==> src/rtl/dmem_port_arbiter.sv <==
`default_nettype none
// ============================================================================
//  Module   : dmem_port_arbiter
//  Purpose  : Shares the single-port data RAM between the CPU memory stage
//             and the video burst read engine, steering read data back.
//  Revision : 1.0
// ============================================================================
module dmem_port_arbiter #(
    parameter int DATA_W       = 18,
    parameter int ADDR_W       = 10,
    parameter int BURST_MAX    = 16,
    parameter int STARVE_LIMIT = 4,
    localparam int LEN_W       = $clog2(BURST_MAX + 1)
) (
    input  logic              clk,
    input  logic              rst,
    input  logic              cpu_req,
    input  logic              cpu_we,
    input  logic [ADDR_W-1:0] cpu_addr,
    input  logic [DATA_W-1:0] cpu_wdata,
    output logic              cpu_stall,
    output logic [DATA_W-1:0] cpu_rdata,
    output logic              cpu_rvalid,
    input  logic              vid_req,
    input  logic [ADDR_W-1:0] vid_addr,
    input  logic [LEN_W-1:0]  vid_len,
    output logic              vid_ack,
    output logic [DATA_W-1:0] vid_rdata,
    output logic              vid_rvalid,
    output logic              vid_done,
    output logic              mem_en,
    output logic              mem_we,
    output logic [ADDR_W-1:0] mem_addr,
    output logic [DATA_W-1:0] mem_wdata,
    input  logic [DATA_W-1:0] mem_rdata
);

    localparam int ST_W = $clog2(STARVE_LIMIT + 1);
    localparam logic [ST_W-1:0]  STARVE_MAX = ST_W'(STARVE_LIMIT);
    localparam logic [LEN_W-1:0] LEN_MAX    = LEN_W'(BURST_MAX);

    typedef enum logic [0:0] {S_IDLE = 1'b0, S_BURST = 1'b1} state_t;
    typedef enum logic [1:0] {OWN_NONE = 2'd0, OWN_CPU = 2'd1, OWN_VID = 2'd2} owner_t;

    state_t              state_q, state_d;
    owner_t              rd_owner_q, rd_owner_d;
    logic [ADDR_W-1:0]   baddr_q, baddr_d;
    logic [LEN_W-1:0]    bcnt_q, bcnt_d;
    logic [ST_W-1:0]     cpu_starve_q, cpu_starve_d;
    logic [ST_W-1:0]     vid_starve_q, vid_starve_d;
    logic                last_q, last_d;
    logic                zdone_q, zdone_d;
    logic [DATA_W-1:0]   cpu_rdata_q, cpu_rdata_d;
    logic [DATA_W-1:0]   vid_rdata_q, vid_rdata_d;

    logic                w_stall, w_ack, w_en, w_we;
    logic [ADDR_W-1:0]   w_addr;
    logic [DATA_W-1:0]   w_wdata;
    logic [LEN_W-1:0]    w_len_eff;
    logic                w_cpu_rvalid, w_vid_rvalid, w_vid_done;

    always_comb begin
        state_d      = state_q;
        baddr_d      = baddr_q;
        bcnt_d       = bcnt_q;
        cpu_starve_d = cpu_starve_q;
        vid_starve_d = vid_starve_q;
        rd_owner_d   = OWN_NONE;
        last_d       = 1'b0;
        zdone_d      = 1'b0;
        w_stall      = 1'b0;
        w_ack        = 1'b0;
        w_en         = 1'b0;
        w_we         = 1'b0;
        w_addr       = '0;
        w_wdata      = '0;
        w_len_eff    = (vid_len > LEN_MAX) ? LEN_MAX : vid_len;

        case (state_q)
            S_IDLE: begin
                if (vid_req && (!cpu_req || vid_starve_q == STARVE_MAX)) begin
                    w_ack        = 1'b1;
                    w_stall      = cpu_req;
                    vid_starve_d = '0;
                    if (w_len_eff == '0) begin
                        zdone_d = 1'b1;
                    end else begin
                        baddr_d = vid_addr;
                        bcnt_d  = w_len_eff;
                        state_d = S_BURST;
                    end
                end else if (cpu_req) begin
                    w_en         = 1'b1;
                    w_we         = cpu_we;
                    w_addr       = cpu_addr;
                    w_wdata      = cpu_wdata;
                    rd_owner_d   = cpu_we ? OWN_NONE : OWN_CPU;
                    cpu_starve_d = '0;
                    // Reaching the limit makes video win next cycle, so no explicit saturation needed
                    if (vid_req) begin
                        vid_starve_d = vid_starve_q + 1'b1;
                    end
                end
            end
            S_BURST: begin
                if (cpu_req && cpu_starve_q == STARVE_MAX) begin
                    // Forced CPU slot: the pending beat waits, address and count unchanged
                    w_en         = 1'b1;
                    w_we         = cpu_we;
                    w_addr       = cpu_addr;
                    w_wdata      = cpu_wdata;
                    rd_owner_d   = cpu_we ? OWN_NONE : OWN_CPU;
                    cpu_starve_d = '0;
                end else begin
                    w_en       = 1'b1;
                    w_addr     = baddr_q;
                    rd_owner_d = OWN_VID;
                    last_d     = (bcnt_q == LEN_W'(1));
                    baddr_d    = baddr_q + 1'b1;
                    bcnt_d     = bcnt_q - 1'b1;
                    if (bcnt_q == LEN_W'(1)) begin
                        state_d = S_IDLE;
                    end
                    if (cpu_req) begin
                        w_stall      = 1'b1;
                        cpu_starve_d = cpu_starve_q + 1'b1;
                    end
                end
            end
            default: state_d = S_IDLE;
        endcase
    end

    assign w_cpu_rvalid = (rd_owner_q == OWN_CPU);
    assign w_vid_rvalid = (rd_owner_q == OWN_VID);
    assign w_vid_done   = (w_vid_rvalid && last_q) || zdone_q;
    assign cpu_rdata_d  = w_cpu_rvalid ? mem_rdata : cpu_rdata_q;
    assign vid_rdata_d  = w_vid_rvalid ? mem_rdata : vid_rdata_q;

    always_ff @(posedge clk or negedge rst) begin
        if (!rst) begin
            state_q      <= S_IDLE;
            rd_owner_q   <= OWN_NONE;
            baddr_q      <= '0;
            bcnt_q       <= '0;
            cpu_starve_q <= '0;
            vid_starve_q <= '0;
            last_q       <= 1'b0;
            zdone_q      <= 1'b0;
            cpu_rdata_q  <= '0;
            vid_rdata_q  <= '0;
        end else begin
            state_q      <= state_d;
            rd_owner_q   <= rd_owner_d;
            baddr_q      <= baddr_d;
            bcnt_q       <= bcnt_d;
            cpu_starve_q <= cpu_starve_d;
            vid_starve_q <= vid_starve_d;
            last_q       <= last_d;
            zdone_q      <= zdone_d;
            cpu_rdata_q  <= cpu_rdata_d;
            vid_rdata_q  <= vid_rdata_d;
        end
    end

    // Outputs are forced low while reset is held, combinational paths included
    assign cpu_stall  = rst & w_stall;
    assign cpu_rvalid = rst & w_cpu_rvalid;
    assign cpu_rdata  = rst ? cpu_rdata_d : '0;
    assign vid_ack    = rst & w_ack;
    assign vid_rvalid = rst & w_vid_rvalid;
    assign vid_rdata  = rst ? vid_rdata_d : '0;
    assign vid_done   = rst & w_vid_done;
    assign mem_en     = rst & w_en;
    assign mem_we     = rst & w_we;
    assign mem_addr   = rst ? w_addr : '0;
    assign mem_wdata  = rst ? w_wdata : '0;

endmodule
`default_nettype wire
==> config.mk <==
export PLATFORM = sky130hd
export DESIGN_NAME = dmem_port_arbiter
export DESIGN_NICKNAME = d
export VERILOG_FILES = /design/src/rtl/dmem_port_arbiter.sv
export SDC_FILE = /design/constraint.sdc
export NUM_CORES = 1
export LEC_CHECK = 0
export BUFFER_PORTS_ARGS = -buffer_cell sky130_fd_sc_hd__buf_2
export CAP_MARGIN = 20
export CORE_UTILIZATION = 50
export CTS_BUF_LIST = sky130_fd_sc_hd__clkbuf_8
export CTS_CLUSTER_DIAMETER = 60
export DETAILED_ROUTE_END_ITERATION = 7
export PLACE_DENSITY = 0.82
export SYNTH_ARGS = -nofsm -noshare
export SYNTH_HDL_FRONTEND = slang
export SYNTH_SLANG_ARGS = --single-unit
==> constraint.sdc <==
create_clock -name clk -period 2.35 [get_ports clk]
set_input_delay 0.3525 -clock clk [delete_from_list [all_inputs] [get_ports clk]]
set_output_delay 0.3525 -clock clk [all_outputs]
set_load 0.01 [all_outputs]
==> impl_metrics.toml, run 1 <==
[critical_path]
path_class = "flip-flop to output pin"
cp_data_required_time_ns = 2.00
crit_path_end_kind = "output pin"
start_kind = "flip-flop"
cp_max_fo = 7
arrival_ns = 1.99
slowest_delay_ns = 0.41
slowest_stage = "dfrtp_1"
path_cells = "inv_2, ha_4, nand3_4, nand2_4, inv_8, nor3_4, buf_6, a22o_1, buf_2"

[power_and_ir_drop]
ir_worst_vdd_uv = 620
leakagePower_uw = 0.00230
power.density_nw_per_um2 = 1210
fin_total_pwr_uw = 5580

[placed_design]
hpwl_mm = 5.93
place_congestion = 0.838
dp.cells = 532
io_buffer_count = 136

[drt]
wl_mm = 8.68
vias = 3040
drc = 10
final_antenna_net_count = 0
dr.pass1.iters = 7
via_per_inst = 5.45
drt_iter0_drc = 154
post_drt_wl_per_cell_um = 15.6

[grt]
grt_pass1_vias = 2857
grtUsageTotal = 0.237
grt_pass1_wl_mm = 13.5
antenna_found_initial = 0
overflow = 0
grt_max_degree = 65

[die]
die_w_um = 84.6
floorplan.initialDensity = 0.528
dieArea_um2 = 7160
core_area_um2 = 6460
rows = 29
ios = 137
die_h_um = 84.6

[layout]
fin_nets = 549
stdcell_count = 558
final_common_cell = "buf_2"
final_util = 0.711
ff_latch_area_um2 = 1550
num_antenna_cells = 0
multi_input_area_um2 = 1770
syn_to_final_growth_pct = 34.6
final_cell_mix = "buf_2, dfrtp_1, and2_1"
drive_gt1_frac = 0.491
fill_cells = 477

[timing]
fin_tns_setup_ns = 0
layout_min_cycle_time_ns = 2.34
whs_ns = 0.0473
slew-limit-headroom = 0.640
hold_viol_final = 0
setup_viol = 0
rsz0062_at_grt = "yes"
fin_crit_sh = 0.997
maxSlewViolCount = 0
worstMarginPinSlew_ns = 0.538
fmax_ghz = 0.427
finClkSkew_ns = 0.00617

[synthesis]
synth_top_area_share = 0.455
yosys.area_share.simple = 0.210
synth.largest_area_cell = "dfrtp_1"
synth_fp_nets = 398
synth_edf_count = 0
yosys.area_share.xor_xnor = 0
syn_area_per_cell_um2 = 10.5
yosysSeqAreaShare = 0.455
syn_area_um2 = 3410
async_flop_share = 1.00
synth_compound_area_frac = 0.141
synth_top_family_by_area = "simple AND/OR/NAND/NOR gates"
netlist_instances = 325
synth.distinct_cells = 55
ys.flop_type = "dfrtp_1"
yosysWarningCount = 0
synthAdderAreaFrac = 0.0257
synth_area_leaders = "dfrtp_1, mux2_2, and2_1"
ys_seq_elements = 62
synthMuxAreaShare = 0.128

[clock_tree]
clk-insertion-delay-late_ns = 0.34
cts_sinks = 62
clockRootBuffer = "clkbuf_8"
clockBufferDepth = 2
cts_tree = "yes"
cts_made_buffers = 9
clk_pin_slew_worst_paths_ns = 0.07
htreeDepth = 3

[hold_path]
holdCritPathClass = "primary input to asynchronous set/reset pin"

[flow_run]
drv_cap = 0

[run_status]
outcome = "finished with violations"
violations = "design-rule violations"
[Yosys cell counts, types with 3 or more instances]
master,count
a21bo_2,3
a21oi_1,9
a22o_1,10
and2_1,56
buf_2,5
clkbuf_1,9
dfrtp_1,62
ha_1,7
inv_1,13
mux2_2,36
mux2i_1,3
nand2_1,12
nand3_1,16
nand4_1,3
nor2_1,9
nor2b_1,4
nor3_1,5
nor3b_1,5
o21ai_0,11
[worst paths after layout]
kind | start | end | slack [ns] | depth (start not counted)
worst min-delay path | rst | vid_rdata_q[7] | 0.05 | 2
worst max-delay path | cpu_starve_q[1] | mem_addr[7] | 0.006 | 9
min in group clk | cpu_we | rd_owner_q[0] | 0.20 | 2
worst min register to register | cpu_rdata_q[15] | cpu_rdata_q[15] | 0.49 | 1
worst max register to register | baddr_q[0] | baddr_q[8] | 0.68 | 5
max in group asynchronous | rst | cpu_starve_q[2] | 1.38 | 2
[logic make-up (layout without fill, tap and decap cells)]
logic type      after synthesis  in the layout
compound gates               62             62
fa+ha+maj                     7              7
buf+inv                      32            188
flops                        62             62
mux                          39             39
simple gates                123            123
[state kept, by name, indices dropped and copies added, names as in the netlist]
register,count
cpu_starve_q,3
baddr_q,10
rd_owner_q,2
cpu_rdata_q,18
bcnt_q,5
last_q,1
vid_rdata_q,18
vid_starve_q,3
state_q,1
zdone_q,1
[report_power, final]
| part | switching [µW] | internal (µW) | leakage [µW] |
|---|---|---|---|
| registers | 319 | 1550 | 0.000732 |
| clock network | 420 | 655 | 0.000116 |
| logic | 1310 | 1320 | 0.00145 |
[critical path, delay by kind of cell, from the launching register on]
kind	cells	cell delay (ns)
AOI/OAI and AO/OA	1	0.16
adders and majority gates	1	0.15
buffers and inverters	4	0.44
DFF	1	0.41
and+or+nand+nor	3	0.48
[metal layers]
layer	global-route usage	routed length [µm]	vias to the layer above
li1	-	-	1455
met1	0.311	3660	1421
met2	0.395	4290	145
met3	0.0472	577	19
met4	0.0832	153	0
met5	0	0	-
[final cells by class]
cell class | instances | share of cell area
Clock buffer | 11 | 0.0330
Sequential cell | 62 | 0.338
Multi-Input combinational cell | 231 | 0.385
Tap cell | 77 | 0.0210
Clock inverter | 5 | 0.0177
Timing Repair Buffer | 158 | 0.193
Inverter | 14 | 0.0131
[timing repair]
action,in CTS,in global routing
hold buffers,1,0
resized for setup,12,11
setup buffers,1,5
endpoints found under the setup margin,29,29
pin swaps,1,13
cloned,2,1
endpoints found under the hold margin,11,0
[stage by stage]
step | cell area, µm² | setup slack, ns
after global placement | 4210 | 0.355
after detailed placement | 4210 | 0.255
after floorplan | 3410 | 0.373
after CTS | 4520 | 0.0157
final | 4590 | 0.00645
after global routing | 4590 | -0.0554
(Power assumes the default switching activity.)
==> run 2, diff against run 1 <==
--- a/config.mk
+++ b/config.mk
@@ -7,11 +7,11 @@
 export LEC_CHECK = 0
 export BUFFER_PORTS_ARGS = -buffer_cell sky130_fd_sc_hd__buf_2
 export CAP_MARGIN = 20
-export CORE_UTILIZATION = 50
+export CORE_UTILIZATION = 51
 export CTS_BUF_LIST = sky130_fd_sc_hd__clkbuf_8
 export CTS_CLUSTER_DIAMETER = 60
 export DETAILED_ROUTE_END_ITERATION = 7
-export PLACE_DENSITY = 0.82
+export PLACE_DENSITY = 0.84
 export SYNTH_ARGS = -nofsm -noshare
 export SYNTH_HDL_FRONTEND = slang
 export SYNTH_SLANG_ARGS = --single-unit
==> constraint.sdc (replaced) <==
create_clock -name clk -period 2.8 [get_ports clk]
set_input_delay 0.42 -clock clk [delete_from_list [all_inputs] [get_ports clk]]
set_output_delay 0.42 -clock clk [all_outputs]
set_load 0.01 [all_outputs]
==> impl_metrics.toml, run 2 (synthesis gave the netlist of run 1 again) <==
[run_status]
outcome = "completed"

[grt]
grt_max_degree = 76
antenna_found_initial = 0
grt_pass1_vias = 2775
grt_pass1_wl_mm = 13.0
overflow = 0
grtUsageTotal = 0.230

[critical_path]
slowest_stage = "dfrtp_1"
cp_max_fo = 29
start_kind = "flip-flop"
arrival_ns = 2.23
cp_num_buf_inv = 4
path_class = "flip-flop to output pin"
crit_path_end_kind = "output pin"
critPathTopFamily = "simple AND/OR/NAND/NOR gates"
slowest_delay_ns = 0.41
path_cells = "inv_1, ha_1, nand3_2, nand2_4, inv_2, nor3_2, buf_6, and2_1, buf_2"
cp_data_required_time_ns = 2.38

[layout]
final_common_cell = "buf_2"
drive_gt1_frac = 0.459
fin_nets = 534
fill_cells = 495
num_antenna_cells = 0
syn_to_final_growth_pct = 28.5
reg_top3 = "cpu_rdata_q: 18 flops, vid_rdata_q: 18 flops, baddr_q: 10 flops"
stdcell_count = 543
final_cell_mix = "buf_2, dfrtp_1, and2_1"

[drt]
final_antenna_net_count = 0
drt_iter0_drc = 122
wl_mm = 7.95
drc = 0
dr.pass1.iters = 4
post_drt_wl_per_cell_um = 14.6
via_per_inst = 5.46
vias = 2966

[timing]
worstMarginPinSlew_ns = 0.754
setup_ws_ns = 0.155
slew-limit-headroom = 0.496
layout_min_cycle_time_ns = 2.65
fin_crit_sh = 0.945
fmax_ghz = 0.378
maxSlewViolCount = 0
setup_viol = 0
hold_viol_final = 0
fin_tns_setup_ns = 0
finClkSkew_ns = 0.00549
rsz0062_at_grt = "no"

[clock_tree]
cts_sinks = 62
clockRootBuffer = "clkbuf_8"
clockBufferDepth = 2
cts_setup_buffers = 0
clk-insertion-delay-late_ns = 0.33
cts_hold_buf = 0
htreeDepth = 3
clk_pin_slew_worst_paths_ns = 0.07
cts_made_buffers = 9
cts_tree = "yes"

[power_and_ir_drop]
clkPwrFrac = 0.194
power.density_nw_per_um2 = 1000
fin_total_pwr_uw = 4390
p_seq_frac = 0.355
switching_share = 0.371
ir_worst_vdd_uv = 565
netSwitchingPower_uw = 1630
p_int_uw = 2760
leakagePower_uw = 0.00220
p_comb_frac = 0.452

[die]
rows = 29
dieArea_um2 = 7020
floorplan.initialDensity = 0.534
die_h_um = 83.8
die_w_um = 83.8
ios = 137
core_area_um2 = 6390

[hold_path]
holdCritPathClass = "primary input to asynchronous set/reset pin"

[placed_design]
place_congestion = 0.868
io_buffer_count = 136
dpl_worst_slack_ns = 0.384
hpwl_mm = 5.65
dp.cells = 527

[flow_run]
drv_cap = 0
run 2: path summary, 6_finish.rpt:
path / startpoint / to / slack, ns / depth (start not counted)
min in group clk: cpu_we / rd_owner_q[0] / 0.27 / 2
min reg2reg: cpu_rdata_q[12] / cpu_rdata_q[12] / 0.49 / 1
max in group asynchronous: rst / baddr_q[8] / 1.78 / 3
max: cpu_starve_q[0] / mem_wdata[2] / 0.15 / 9
min: rst / cpu_rdata_q[16] / 0.21 / 2
max reg2reg: state_q / bcnt_q[1] / 0.64 / 5
run 2: timing repair:
| item | in CTS | in global routing |
|---|---|---|
| gates resized for setup | 0 | 3 |
| hold endpoints to repair | 0 | 0 |
| endpoints found under the setup margin | 0 | 29 |
run 2: layout make-up:
type / instances / area [µm²] / share of cell area
Clock inverter: 7 / 90.1 / 0.0205
Timing Repair Buffer: 143 / 739 / 0.169
Sequential cell: 62 / 1550 / 0.354
Clock buffer: 9 / 124 / 0.0282
Tap cell: 77 / 96.3 / 0.0220
Inverter: 14 / 52.6 / 0.0120
Multi-Input combinational cell: 231 / 1730 / 0.395
run 2: per-stage QoR:
stage	area (µm²)	hold slack (ns)	utilization
after floorplan	3410	0.124	-
after global placement	4160	0.472	0.651
after detailed placement	4160	0.480	0.651
after CTS	4370	0.218	0.685
after global routing	4390	0.262	0.687
final	4390	0.213	0.687
run 2: routing by layer:
layer	GRT usage	routed length, µm	vias to the layer above
met1	0.310	3620	1416
met3	0.0613	539	8
met4	0.0755	70	0
met5	0	0	-
met2	0.363	3710	118
li1	-	-	1424
run 2: power groups by stage:
| stage | clock (µW) | sequential (µW) | combinational (µW) |
|---|---|---|---|
| finish | 851 | 1560 | 1980 |
| global route | 918 | 1600 | 2180 |
| CTS | 868 | 1550 | 1990 |
| detailed placement | 0 | 1570 | 1970 |
| global placement | 0 | 1540 | 1900 |
| floorplan | 0 | 1470 | 1460 |
